$ cat config.mk
export PLATFORM = sky130hd
export DESIGN_NAME = controlador_pedidos
export DESIGN_NICKNAME = d
export VERILOG_FILES = /design/src/rtl/controlador_pedidos.sv
export SDC_FILE = /design/constraint.sdc
export NUM_CORES = 1
export LEC_CHECK = 0
export CAP_MARGIN = 20
export CORE_MARGIN = 8
export CORE_UTILIZATION = 52
export CTS_CLUSTER_SIZE = 30
export DETAILED_ROUTE_END_ITERATION = 10
export PLACE_DENSITY = 0.91
export SLEW_MARGIN = 20
export SYNTH_ARGS = -nofsm -noshare
export SYNTH_HDL_FRONTEND = slang
export SYNTH_SLANG_ARGS = --single-unit
$ cat constraint.sdc
create_clock -name clk -period 2.01 [get_ports clk]
set_input_delay 0.201 -clock clk [delete_from_list [all_inputs] [get_ports clk]]
set_output_delay 0.201 -clock clk [all_outputs]
set_load 0.02 [all_outputs]
$ cat src/rtl/controlador_pedidos.sv
// -----------------------------------------------------------------------------
// controlador_pedidos
// Order controller for a coffee machine. It keeps a count of pending orders,
// dispatches one at a time to the machine with a single-cycle start pulse,
// follows the machine's state code until the extraction is finished, and
// declares a sticky error if the machine stalls for too long.
//
// Parameters
//   PROF           maximum number of pending orders (1..7)
//   TIMEOUT        wait cycles allowed in a waiting state before ERRO (1..255)
//
// Ports
//   clk            clock, rising edge
//   rst_n          asynchronous active-low reset
//   pedido         one new order per cycle sampled high
//   maq_state      machine state code (1 = idle, 9 = extraction)
//   start          one-cycle dispatch request (high while in DISPARO)
//   fila_cont      number of pending orders
//   fila_cheia     high when fila_cont == PROF
//   pedido_perdido one-cycle pulse after an order was dropped
//   servidos       completed coffees, saturating at 255
//   ocupado        high in DISPARO, AGUARDA_INICIO and AGUARDA_FIM
//   erro_timeout   high while in ERRO
// -----------------------------------------------------------------------------
module controlador_pedidos #(
    parameter int PROF    = 4,
    parameter int TIMEOUT = 32
) (
    input  logic       clk,
    input  logic       rst_n,
    input  logic       pedido,
    input  logic [3:0] maq_state,
    output logic       start,
    output logic [2:0] fila_cont,
    output logic       fila_cheia,
    output logic       pedido_perdido,
    output logic [7:0] servidos,
    output logic       ocupado,
    output logic       erro_timeout
);

    localparam logic [2:0] OCIOSO         = 3'd0;
    localparam logic [2:0] DISPARO        = 3'd1;
    localparam logic [2:0] AGUARDA_INICIO = 3'd2;
    localparam logic [2:0] AGUARDA_FIM    = 3'd3;
    localparam logic [2:0] ERRO           = 3'd4;

    localparam logic [3:0] MAQ_IDLE     = 4'd1;
    localparam logic [3:0] MAQ_EXTRACAO = 4'd9;

    localparam logic [2:0] PROF_C       = 3'(PROF);
    // The timer holds the number of wait cycles already spent, so the cycle
    // seen with TIMEOUT-1 is the last one allowed before ERRO.
    localparam logic [7:0] TIMEOUT_LAST = 8'(TIMEOUT - 1);

    logic [2:0] state_q, state_d;
    logic [7:0] timer_q, timer_d;
    logic [2:0] fila_q, fila_d;
    logic [7:0] servidos_q, servidos_d;
    logic       perdido_q, perdido_d;
    logic       deq;

    // Dequeue happens on the edge that leaves DISPARO.
    assign deq = (state_q == DISPARO);

    // NOTE: every signal written here gets a default first, so no path
    // leaves it unassigned and no latch is inferred.
    always_comb begin
        state_d    = state_q;
        timer_d    = timer_q;
        servidos_d = servidos_q;

        case (state_q)
            OCIOSO: begin
                if (fila_q != 3'd0 && maq_state == MAQ_IDLE) begin
                    state_d = DISPARO;
                end
            end
            DISPARO: begin
                state_d = AGUARDA_INICIO;
            end
            AGUARDA_INICIO: begin
                // Exit condition is tested first so it wins over the timeout.
                if (maq_state != MAQ_IDLE) begin
                    state_d = AGUARDA_FIM;
                end else if (timer_q == TIMEOUT_LAST) begin
                    state_d = ERRO;
                end else begin
                    timer_d = timer_q + 8'd1;
                end
            end
            AGUARDA_FIM: begin
                if (maq_state == MAQ_EXTRACAO) begin
                    state_d = OCIOSO;
                    if (servidos_q != 8'hFF) begin
                        servidos_d = servidos_q + 8'd1;
                    end
                end else if (timer_q == TIMEOUT_LAST) begin
                    state_d = ERRO;
                end else begin
                    timer_d = timer_q + 8'd1;
                end
            end
            ERRO: begin
                state_d = ERRO;
            end
            default: begin
                state_d = OCIOSO;
            end
        endcase

        if (state_d != state_q) begin
            timer_d = 8'd0;
        end
    end

    // Queue counter: a simultaneous enqueue and dequeue cancel out, so an
    // order arriving in DISPARO is never dropped even with a full queue.
    always_comb begin
        fila_d    = fila_q;
        perdido_d = 1'b0;
        if (pedido && !deq) begin
            if (fila_q < PROF_C) begin
                fila_d = fila_q + 3'd1;
            end else begin
                perdido_d = 1'b1;
            end
        end else if (!pedido && deq) begin
            fila_d = fila_q - 3'd1;
        end
    end

    // NOTE: sequential state uses non-blocking assignments so every register
    // samples the pre-edge values of the others.
    always_ff @(posedge clk or negedge rst_n) begin
        if (!rst_n) begin
            state_q    <= OCIOSO;
            timer_q    <= 8'd0;
            fila_q     <= 3'd0;
            servidos_q <= 8'd0;
            perdido_q  <= 1'b0;
        end else begin
            state_q    <= state_d;
            timer_q    <= timer_d;
            fila_q     <= fila_d;
            servidos_q <= servidos_d;
            perdido_q  <= perdido_d;
        end
    end

    // Outputs are decoded from registered state only.
    assign start          = (state_q == DISPARO);
    assign fila_cont      = fila_q;
    assign fila_cheia     = (fila_q == PROF_C);
    assign pedido_perdido = perdido_q;
    assign servidos       = servidos_q;
    assign ocupado        = (state_q == DISPARO) || (state_q == AGUARDA_INICIO) ||
                            (state_q == AGUARDA_FIM);
    assign erro_timeout   = (state_q == ERRO);

endmodule

==> flow_summary.ini <==
[detailed_routing]
wl_met3_um = 189
routed.top_layer = met4
wirelength_met1_mm = 1.23
wirelength_mm = 3.06
viasPerCell = 6.19
dr_total_vias = 1157
drc = 0
wl_met2_mm = 1.63
firstDrtPassIters = 4
drt_iter0_markers = 65
ant_nets = 0
wl_per_cell_um = 16.4

[layout]
final_common_cell = dfrtp_1
n_antenna_cell = 0
fin_nets = 169
drive_above_1_share = 0.127
layout_common_cells = dfrtp_1, clkdlybuf4s50_1, nand3_1, nor2_1
syn_to_final_growth_pct = 23.4

[worst_setup_path]
worstReg2RegStart = state_q[2]
critical_path_class = register to register
path_cells = or3b_2 > nand2_1 > inv_1 > a21oi_1 > mux2_2
start_kind = register
crit_required_ns = 2.21
r2r_cells = 5
cp_data_arrival_time_ns = 2.11
timing.rr.end = fila_cont[1]
critPathSlowestCell = or3b_2
critPathTopFamily = simple AND/OR/NAND/NOR gates
r2r_setup_slack_ns = 0.10
end_kind = register
worstPathMaxFanout = 6
cpPeakStageDelay_ns = 0.51
critical_path_buf_inv_count = 1

[clock_tree]
worstSkewPairLatency_ns = 0.30
htree_num_levels = 1
cts_sinks = 23
clk_pin_slew_ns = 0.13
ctsHoldBuffers = 0
cts-root-buf = clkbuf_4
clockBufferDepth = 2
numCtsBuffers = 3
cts_tree = built

[power]
pwr-share-comb = 0.383
leakage_nw = 0.710
peakVddDrop_mv = 1.00
power.internal_w = 0.000913
total_power_w = 0.00144
swShare = 0.368
p_per_area_nw_per_um2 = 884
switching_power_w = 0.000531
clkPwrFrac = 0.147
power_frac_seq = 0.470

[grt]
track_usage = 0.146
grt_antenna_before_repair = 0
overflow = 0
grt_pass1_vias = 1240
grt_pass1_wl_mm = 5.21
grt_max_degree = 24

[timing]
setup-violations-final = 0
holdWs_ns = 0.224
hold_viol = 0
fmax_mhz = 524
rsz0062_at_grt = no
period_share = 0.950
setup_slack_ns = 0.100
finalClockSkew_ns = 0.00526
fin_crit_ns = 1.91
timing.final.max_slew_violations = 0
slew_headroom = 0.614
setup_tns_ns = 0
max_slew.worst_pin.slew_ns = 0.579

[worst_hold_path]
hp-class = input port to asynchronous set/reset pin

[yosys]
syn_avg_cell_area_um2 = 10.3
synthArstFlopShare = 1.00
synth.distinct_cells = 41
netlist_area_um2 = 1320
synthCells = 128
yosysSeqAreaShare = 0.435
synth_edf_count = 0
ys.flop_type = dfrtp_1
synth_nets = 139
ys_warn_count = 0
synth_seq_cells = 23

[placement]
dp_slack_ns = -0.169
gp_congestion = 0.899
dp_hpwl_mm = 2.28
portBuffers = 22

[job]
maxCapViolCount = 0

[floorplanning]
initial_core_util = 0.539
coreArea_um2 = 2450
die_area_um2 = 4420
rows = 18
fp.dieW_um = 66.5
io_pins = 23
die-height_um = 66.5

[run_status]
outcome = finished, final reports clean
[sequential cells by signal, indices dropped and copies added, names as in the netlist]
name,count
pedido_perdido,1
servidos,8
timer_q,8
fila_cont,3
state_q,3
[cell type report]
type	count	area (µm²)
tap	30	37.5
timing repair buffer	29	274
fill	181	821
sequential	23	576
multi-input combinational	95	698
clock buffer	4	26.3
inverter	6	22.5
[power groups by stage]
stage                     sequential (W)  combinational, W  clock [W]
final                           0.000678          0.000554   0.000212
after global routing            0.000693          0.000603   0.000238
after CTS                       0.000674          0.000559   0.000215
after detailed placement        0.000683          0.000557          0
after global placement          0.000676          0.000528          0
after floorplan                 0.000736          0.000252          0
[per-layer routing]
metal,vias to the layer above,GRT usage
li1,543,-
met1,572,0.160
met2,40,0.262
met3,2,0.0386
met4,0,0.0587
met5,-,0
[worst max-delay path by stage]
stage	from	endpoint	slack (ns)	cells after the start
4_1_cts	state_q[0]	erro_timeout	0.04	3
5_1_grt	state_q[2]	fila_cont[1]	0.004	5
2_1_floorplan	timer_q[0]	timer_q[5]	0.22	6
3_3_place_gp	maq_state[1]	timer_q[1]	-0.06	5
6_report	state_q[2]	fila_cont[1]	0.10	5
3_5_place_dp	maq_state[1]	timer_q[5]	-0.17	5
[kinds of logic after synthesis]
logic type	synth area share
XOR/XNOR	0.0595
flip-flops	0.435
AO/OA/AOI/OAI	0.190
adder cells (fa/ha/maj)	0.0435
buffers and inverters	0.0435
AND/OR/NAND/NOR	0.212
multiplexers	0.0170
[stage by stage]
stage,cell area [µm²],std cells,utilization
2_1_floorplan,1320,128,-
3_3_place_gp,1600,183,0.651
3_5_place_dp,1600,183,0.651
4_1_cts,1620,187,0.662
5_1_grt,1630,187,0.666
6_report,1630,187,0.666
[synth_stat cells (3+ instances only)]
cell type  number  area share
o31ai_1         6       0.034
or4_1           5       0.028
xor2_1          6       0.040
dfrtp_1        23        0.43
inv_1           6       0.017
ha_1            3       0.028
nand3_1         9       0.034
nor3_1          6       0.023
a211oi_1        7       0.040
xnor2_1         3       0.020
nor2_1          8       0.023
nand2_1         5       0.014
o21ai_0         6       0.023
[timing repair]
action                     CTS  global route
setup buffers                0             0
pin swaps                    0             0
gates cloned                 0             0
resized for setup            1             2
setup endpoints to repair    1             9
Note: power is estimated with default switching activity, not from simulation.
